--- src/rtl/uart_pkg.sv ---
// Shared definitions for the UART receive path: framer state encoding and frame geometry.
package uart_pkg;

    localparam int UART_OVERSAMPLE = 16;
    localparam int UART_DATA_W     = 32;
    localparam int UART_FRAME_BITS = 35;
    localparam int UART_IDX_W      = 5;

    typedef enum logic [2:0] {
        ST_IDLE   = 3'd0,
        ST_START  = 3'd1,
        ST_DATA   = 3'd2,
        ST_PARITY = 3'd3,
        ST_STOP   = 3'd4
    } uart_rx_state_e;

endpackage

--- src/rtl/uart_rx_sync.sv ---
// Two-flop synchroniser for the asynchronous serial line plus a 1->0 edge detector.
module uart_rx_sync (
    input  logic clk,
    input  logic rst_n,
    input  logic rx_async,
    output logic rx_sync,
    output logic rx_fall
);

    logic meta_q;
    logic sync_q;
    logic prev_q;

    // All flops reset to the idle-high line level so reset release never looks like a start edge.
    always_ff @(posedge clk or negedge rst_n) begin
        if (!rst_n) begin
            meta_q <= 1'b1;
            sync_q <= 1'b1;
            prev_q <= 1'b1;
        end else begin
            meta_q <= rx_async;
            sync_q <= meta_q;
            prev_q <= sync_q;
        end
    end

    assign rx_sync = sync_q;
    assign rx_fall = prev_q & ~sync_q;

endmodule

--- src/rtl/uart_rx_frame.sv ---
// UART receive framer: start detect, mid-bit sampling of 32 data bits, parity and stop,
// then hands {Rx_data, Rx_In} to the downstream parity checker with a Load1 strobe.
module uart_rx_frame
    import uart_pkg::*;
#(
    parameter int OVERSAMPLE = UART_OVERSAMPLE,
    parameter int DATA_W     = UART_DATA_W
) (
    input  logic              Clk,
    input  logic              Rst_n,
    input  logic              Baud_Tick,
    input  logic              Rx_Serial,
    output logic [DATA_W-1:0] Rx_data,
    output logic              Rx_In,
    output logic              Load1,
    output logic              Framing_Error,
    output logic              Rx_Busy,
    output logic [2:0]        dbg_state
);

    localparam int CNT_W = $clog2(OVERSAMPLE);
    localparam logic [CNT_W-1:0]      HALF_LAST = CNT_W'(OVERSAMPLE / 2 - 1);
    localparam logic [CNT_W-1:0]      FULL_LAST = CNT_W'(OVERSAMPLE - 1);
    localparam logic [CNT_W-1:0]      CNT_ONE   = CNT_W'(1);
    localparam logic [UART_IDX_W-1:0] IDX_LAST  = UART_IDX_W'(DATA_W - 1);
    localparam logic [UART_IDX_W-1:0] IDX_ONE   = UART_IDX_W'(1);

    logic                  line_sync;
    logic                  line_fall;
    uart_rx_state_e        state;
    logic [CNT_W-1:0]      tick_cnt;
    logic [UART_IDX_W-1:0] bit_idx;
    logic [DATA_W-1:0]     shift_q;
    logic                  parity_q;

    uart_rx_sync u_sync (
        .clk      (Clk),
        .rst_n    (Rst_n),
        .rx_async (Rx_Serial),
        .rx_sync  (line_sync),
        .rx_fall  (line_fall)
    );

    assign dbg_state = state;

    // Load1 is a valid-only strobe with no ready: Rx_data and Rx_In are valid and new in the
    // single cycle Load1 is high and hold until the next Load1. Framing_Error never coincides.
    always_ff @(posedge Clk or negedge Rst_n) begin
        if (!Rst_n) begin
            state         <= ST_IDLE;
            tick_cnt      <= '0;
            bit_idx       <= '0;
            shift_q       <= '0;
            parity_q      <= 1'b0;
            Rx_data       <= '0;
            Rx_In         <= 1'b0;
            Load1         <= 1'b0;
            Framing_Error <= 1'b0;
            Rx_Busy       <= 1'b0;
        end else begin
            Load1         <= 1'b0;
            Framing_Error <= 1'b0;
            case (state)
                ST_IDLE: begin
                    // Edge detect is not tick-gated so a start edge is never missed between ticks.
                    if (line_fall) begin
                        state    <= ST_START;
                        tick_cnt <= '0;
                        Rx_Busy  <= 1'b1;
                    end
                end
                ST_START: begin
                    if (Baud_Tick) begin
                        if (tick_cnt == HALF_LAST) begin
                            tick_cnt <= '0;
                            if (!line_sync) begin
                                state   <= ST_DATA;
                                bit_idx <= '0;
                            end else begin
                                state   <= ST_IDLE;
                                Rx_Busy <= 1'b0;
                            end
                        end else begin
                            tick_cnt <= tick_cnt + CNT_ONE;
                        end
                    end
                end
                ST_DATA: begin
                    if (Baud_Tick) begin
                        if (tick_cnt == FULL_LAST) begin
                            tick_cnt <= '0;
                            shift_q  <= {line_sync, shift_q[DATA_W-1:1]};
                            if (bit_idx == IDX_LAST) begin
                                state <= ST_PARITY;
                            end else begin
                                bit_idx <= bit_idx + IDX_ONE;
                            end
                        end else begin
                            tick_cnt <= tick_cnt + CNT_ONE;
                        end
                    end
                end
                ST_PARITY: begin
                    if (Baud_Tick) begin
                        if (tick_cnt == FULL_LAST) begin
                            tick_cnt <= '0;
                            parity_q <= line_sync;
                            state    <= ST_STOP;
                        end else begin
                            tick_cnt <= tick_cnt + CNT_ONE;
                        end
                    end
                end
                ST_STOP: begin
                    if (Baud_Tick) begin
                        if (tick_cnt == FULL_LAST) begin
                            tick_cnt <= '0;
                            state    <= ST_IDLE;
                            Rx_Busy  <= 1'b0;
                            if (line_sync) begin
                                Rx_data <= shift_q;
                                Rx_In   <= parity_q;
                                Load1   <= 1'b1;
                            end else begin
                                Framing_Error <= 1'b1;
                            end
                        end else begin
                            tick_cnt <= tick_cnt + CNT_ONE;
                        end
                    end
                end
                default: begin
                    state   <= ST_IDLE;
                    Rx_Busy <= 1'b0;
                end
            endcase
        end
    end

endmodule

--- config.mk ---
export PLATFORM = sky130hd
export DESIGN_NAME = uart_rx_frame
export DESIGN_NICKNAME = d
export VERILOG_FILES = /design/src/rtl/uart_pkg.sv /design/src/rtl/uart_rx_sync.sv /design/src/rtl/uart_rx_frame.sv
export SDC_FILE = /design/constraint.sdc
export NUM_CORES = 1
export LEC_CHECK = 0
export ABC_AREA = 1
export CORE_MARGIN = 2
export CORE_UTILIZATION = 46
export DETAILED_ROUTE_END_ITERATION = 10
export GPL_TIMING_DRIVEN = 0
export PLACE_DENSITY = 0.69
export RECOVER_POWER = 100
export SLEW_MARGIN = 40
export SYNTH_ARGS = -nofsm -noshare
export SYNTH_HDL_FRONTEND = slang
export SYNTH_SLANG_ARGS = --single-unit
--- constraint.sdc ---
create_clock -name Clk -period 1.8 [get_ports Clk]
set_clock_uncertainty 0.2 [all_clocks]
set_input_delay 0.54 -clock Clk [delete_from_list [all_inputs] [get_ports Clk]]
set_output_delay 0.54 -clock Clk [all_outputs]
set_load 0.02 [all_outputs]
* Word level (Yosys, flattened, before mapping)
Cells that the tools add are included.
** Storage, ports and cells
- Bits in registers :: 84
- Input bits :: 4
- Output and inout bits :: 39
** Cells by class
- $add $sub $neg :: 2
- Equal/unequal tests :: 21
- Mux-type cells :: 40
- Bitwise logic cells :: 3
- Reductions and logical operators :: 12
** Operators by type and width (count)
- 3-bit two-way mux :: 10
- 5-bit two-way mux :: 6
- 2-bit != test, second input constant :: 12
- 4-bit two-way mux :: 5
- 3-bit one-hot mux with 5 select lines :: 1
- 1-bit two-way mux :: 14
- 7-bit AND reduction :: 2
- 4-bit one-hot mux with 3 select lines :: 1
- 5-bit one-hot mux with 2 select lines :: 1
- 10-bit AND reduction :: 1
- 4-bit AND reduction :: 2
- 3-bit by 2-bit equality test with 1-bit output, second input constant :: 2
- 3-bit AND reduction :: 2
- 5-bit by 1-bit adder with 5-bit output, second input constant :: 1
- 5-bit equality test, second input constant :: 1
- 4-bit by 1-bit adder with 4-bit output, second input constant :: 1
- 4-bit by 3-bit equality test with 1-bit output, second input constant :: 1
- 4-bit equality test, second input constant :: 1
- 2-bit by 1-bit != test with 1-bit output, second input constant :: 2
- 1-bit one-hot mux with 4 select lines :: 1
- 3-bit by 1-bit equality test with 1-bit output, second input constant :: 1
- 3-bit equality test, second input constant :: 1
- 3-bit logical NOT :: 1
- 3-bit nonzero test :: 1
- other kinds (6) :: 7

* Depth between registers and ports, before layout
- Depth after elaboration :: 5
- Depth in mapped cells :: 11
- Depth with buffers taken out :: 11

* Modules after synthesis
Synthesis repeated with hierarchy kept, for this count alone.
** Unflattened totals
- Cell total of the unflattened synthesis :: 399
- Area, all modules :: 3758.6 µm²
** Modules (own cells, without submodules)
- uart_rx_frame :: times used 1, cells each 394, area an instance 3669.8 µm², seq. area each 2026.9 µm²
- uart_rx_sync :: times used 1, cells each 5, area an instance 88.8 µm², seq. area each 78.8 µm²

* Worst setup path after synthesis
No wires, ideal clock.
- Kind :: reg-to-reg
- Start point :: reg state[0], in the netlist dbg_state[0]
- End point :: reg Rx_data[10]
- Setup time :: 0.130 ns
- Arrival time :: 1.376 ns
- Data required time :: 1.470 ns
- Slack :: 0.094 ns
- Stages on the path, launching flop included :: 10
- Path buffers :: 3
- Clock period less this slack :: 1.706 ns
- Path through :: dfrtp_1 > buf_4 > nor2_2 > nand2_2 > inv_2 > nand3_2 > buf_6 > buf_6 > nand2_1 > o21ai_1
** On the way
- Cells in the longest elaborated chain, start to end :: 2
** Ends and longest elaborated chain
- start, declared :: RTL line uart_rx_frame.sv:30 : uart_rx_state_e state;
- start signal, assigned :: RTL line uart_rx_frame.sv:50 : state <= ST_IDLE;
- start signal, assigned :: RTL line uart_rx_frame.sv:67 : state <= ST_START;
- start signal, assigned :: RTL line uart_rx_frame.sv:77 : state <= ST_DATA;
- 3-bit equality test :: RTL line uart_rx_frame.sv:63 : case (state)
- 4-bit AND reduction (no line)
- end signal, assigned :: RTL line uart_rx_frame.sv:121 : Rx_data <= shift_q;
- end, declared :: RTL line uart_rx_frame.sv:13 : output logic [DATA_W-1:0] Rx_data,
Every way passes these cells.
A chain may end at the register's enable or synchronous reset.

* Worst setup path after layout
- Start point :: reg Rx_data[8]
- End point :: out Rx_data[8]
No word-level cell between the ends.

==> summary.txt <==
Placement
  • Routability-driven placement congestion ratio: 0.864
  • Setup WS pre-CTS: -0.555 ns
  • Half-perimeter wire length of the detailed placement result: 4800 µm
  • Instance area at placement: 4240 µm²
  • Count of port buffers added during placement: 42

Timing
  • Worst-Margin Slew: 0.411 ns
  • Final worst slack: around 0.031 ns
  • Post-layout min period: 1.77 ns
  • Final clock period utilization by the worst path: 98.3%
  • Hold Vio Cnt, Final: 0
  • Unrepaired setup endpoints after global routing: yes
  • Pins over their slew limit: 0
  • Fmax: 565 MHz
  • Finish-stage setup viols: 0
  • Max-slew headroom at the worst pin: about 73%

Setup path
  • Origin of the worst setup path: Rx_data[8]$_DFFE_PN0P_
  • Worst-path maximum fanout: 2
  • Cell family with the largest share of critical-path delay: flip-flops
  • Data arrival time of the critical path: 1.03 ns
  • Number of gates on the worst path with buffers counted: 1
  • Worst path bufs/invs: 1
  • Worst r2r path cells: 11
  • Crit start category: flop
  • Critical path data required time: 1.06 ns
  • Worst Setup End Kind: primary output
  • Standard cell with the maximum stage delay on the critical path: sky130_fd_sc_hd__dfrtp_1
  • Delay of the slowest cell on the worst path: 0.40 ns
  • Cell chain of the critical path: clkdlybuf4s15_1
  • Crit path kind: flop to primary output
  • Launch point of the worst reg-to-reg path: bit_idx[0]$_DFFE_PN0P_

Cells and area
  • Post-route cell area: 4470 µm²
  • Relative area change from synthesis to final layout: 22.1%
  • Total inserted antenna cells: 0
  • Ratio of cells with drive above 1 in the final layout: a little over a quarter
  • Most frequent standard cell in the layout excluding fill and tap cells: sky130_fd_sc_hd__nand2_1
  • Most used cells in the layout excluding fill and tap cells: sky130_fd_sc_hd__nand2_1 (117), sky130_fd_sc_hd__dfrtp_1 (80), sky130_fd_sc_hd__inv_1 (41)
  • NumNets Final: 460

Min path
  • Start point of the worst hold path: u_sync.meta_q$_DFF_PN1_
  • Classification of the worst-slack hold path: flop to flop
  • Cells on Worst Hold Path: 0

Detailed routing
  • Routed wirelength normalized by instance count: ~12 µm
  • Total detailed-routing wirelength: 7000 µm
  • 1st-pass router iterations: 4
  • Drt drc: 0
  • DR vias: 2723
  • Via density: 4.86
  • Initial detailed-routing violation count: 175
  • DRT antenna net count: 0

Die
  • Starting Density: a little under half
  • CORE AREA: 7730 µm²
  • Area of the die: 8680 µm²
  • IO Count: 43
  • Placement row count: 32
  • Die boundary height: around 93 µm
  • Overall die width: 93.2 µm

Synth
  • Yosys top cell area share: 55.4%
  • Leading post-synthesis cells by cell area: sky130_fd_sc_hd__dfrtp_1 (55%), sky130_fd_sc_hd__nand2_1 (12%), sky130_fd_sc_hd__o21ai_2 (5.5%)
  • Synth Area in Adders: 1.03%
  • Yosys synthesis warning count: 0
  • Fraction of the mapped netlist area in simple logic gates: between 20% and 30%
  • Synth cell types: 30
  • Post-synth design cell area: approximately 3700 µm²
  • Multiplexer share of the synthesized area: 0%
  • Proportion of synthesized chip area in sequential cells: 57.6%
  • Net count after synthesis: 396
  • Largest area contributor in the synthesized netlist: sky130_fd_sc_hd__dfrtp_1
  • Synthesized-area fraction occupied by xor and xnor cells: 0%
  • Mean post-synth cell area: 9.40 µm²
  • Main combinational cell family by area after synthesis: simple AND/OR/NAND/NOR gates
  • Compound-Gate Fraction of Synth Area: 12.7%
  • Cell count after synthesis: a little under 400
  • Flip-flop and latch count after synthesis: 84

Clock network
  • CTS H-tree lvls: 3
  • Maximum buffer depth of the clock tree: 2
  • Clock transition at path regs: 0.09 ns
  • Total CTS buffers: 9
  • Clk Latency, worst-skew pair: 0.34 ns
  • CTS Sinks: 84
  • Buffer type at the clock tree root: sky130_fd_sc_hd__clkbuf_8
  • Clock tree from TritonCTS: done

Power and ir drop
  • Sequential fraction of design power: 46.2%
  • Proportion of total power due to net switching: 33.9%
  • Fraction of power consumed by combinational cells: around a quarter
  • Power density cells: 1010 nW/µm²
  • Proportion of power drawn by the clock network: between 20 and 30%
  • Net switching power: between 1.5 and 2 mW
  • Worst vdd ir: approximately 1 mV
  • Final Power: 4.49 mW
  • Leakage power summed over all cells: between 2 and 2.5 nW
  • Internal: 2.97 mW

GRT
  • Wire length of the first global-routing pass: 12000 µm
  • Maximum number of pins on one net before global-route repair: 47
  • Antenna violations before repair: 0
  • Overflow left after global routing: 0
  • Overall routing resource usage: ~17%
  • Via count of the first global-routing pass: 2665

Job
  • Number of violations of the max-capacitance limit: 0

Status
  • Run status: finished, final reports clean
## final cells by class
cell class / instances / area [µm²]
clock inverter: 6 / 46.3
multi-input combinational: 243 / 1320
timing repair buffer: 53 / 417
sequential: 84 / 2110
clock buffer: 10 / 138
tap: 102 / 128
buffer: 15 / 126
fill: 680 / 3260
inverter: 47 / 181
## repair_timing
| action | 4_1_cts | 5_1_grt |
|---|---|---|
| endpoints found under the hold margin | 38 | 0 |
| endpoints found under the setup margin | 101 | 101 |
| pin swaps | 1 | 9 |
| hold buffers | 1 | 0 |
| gates resized for setup | 70 | 63 |
| buffers inserted | 3 | 6 |
## final timing paths
| path | to | slack [ns] |
|---|---|---|
| min | u_sync.rx_sync$_DFF_PN1_ | 0.16 |
| max reg2reg | dbg_state[0]$_DFFE_PN0P_ | 0.06 |
| max | Rx_data[8] | 0.03 |
| max in group asynchronous | u_sync.meta_q$_DFF_PN1_ | 0.21 |
| min in group asynchronous | Rx_data[28]$_DFFE_PN0P_ | 0.44 |
| min reg2reg | u_sync.rx_sync$_DFF_PN1_ | 0.16 |
## Yosys cell counts, drive strengths merged
cell	n
nor2	11
or2	2
nor3	1
inv	47
buf	11
o21ai	72
nand4	8
ha	3
clkbuf	4
nand3b	1
nand2	124
o21a	1
dfrtp	81
dfstp	3
nand3	19
nor4	1
## worst reg2reg max path, cell delays in order, from the launching register on
cell and delay [ns]:
sky130_fd_sc_hd__dfrtp_1 0.41, sky130_fd_sc_hd__ha_2 0.20, sky130_fd_sc_hd__nand2_2 0.06, sky130_fd_sc_hd__nor2_2 0.12, sky130_fd_sc_hd__ha_2 0.18, sky130_fd_sc_hd__inv_2 0.04, sky130_fd_sc_hd__nand3_2 0.07, sky130_fd_sc_hd__nand2_2 0.06
sky130_fd_sc_hd__nand2_4 0.07, sky130_fd_sc_hd__nand3_2 0.08, sky130_fd_sc_hd__nand2_1 0.08, sky130_fd_sc_hd__nand2_1 0.05
## routing by layer
layer / share of wire, % / wire length [µm] / track usage [%] / up-vias
met5: 0 / 0 / 0 / -
met4: 0.90 / 63 / 5.64 / 0
met3: 3.4 / 236 / 3.30 / 8
met2: 50 / 3490 / 29.5 / 45
met1: 46 / 3210 / 22.7 / 1300
li1: - / - / - / 1370
## sequential cells by signal, summed over array words and instances (netlist names), 3 cells and up
name       flops
Rx_data       32
shift_q       32
bit_idx        5
tick_cnt       4
dbg_state      3
## cell families (layout without fill, tap and decap cells)
kind of cell               Yosys count  in the layout
buffers and inverters               62            131
DFF                                 84             84
and+or+nand+nor                    167            167
adders and majority gates            3              3
AOI/OAI and AO/OA                   73             73
## stage by stage
step | instances | hold slack (ns) | TNS, ns | util (%)
final | 560 | 0.160 | 0 | 57.8
after global routing | 560 | 0.165 | -0.212 | 57.8
after global placement | 533 | 0.146 | -276.88 | 54.4
after CTS | 554 | 0.160 | 0 | 57.4
after detailed placement | 534 | 0.148 | -33.14 | 54.8
after floorplan | 389 | 0.0444 | 0 | -
## power groups by stage
stage                     combinational (mW)  clock [mW]  sequential (mW)
after floorplan                        0.721           0             2.14
after global placement                 0.998           0             2.11
after detailed placement                1.02           0             2.11
after CTS                               1.05        1.28             2.06
after global routing                    1.31        1.38             2.09
final                                   1.16        1.25             2.07
Note: power is estimated with default switching activity, not from simulation.
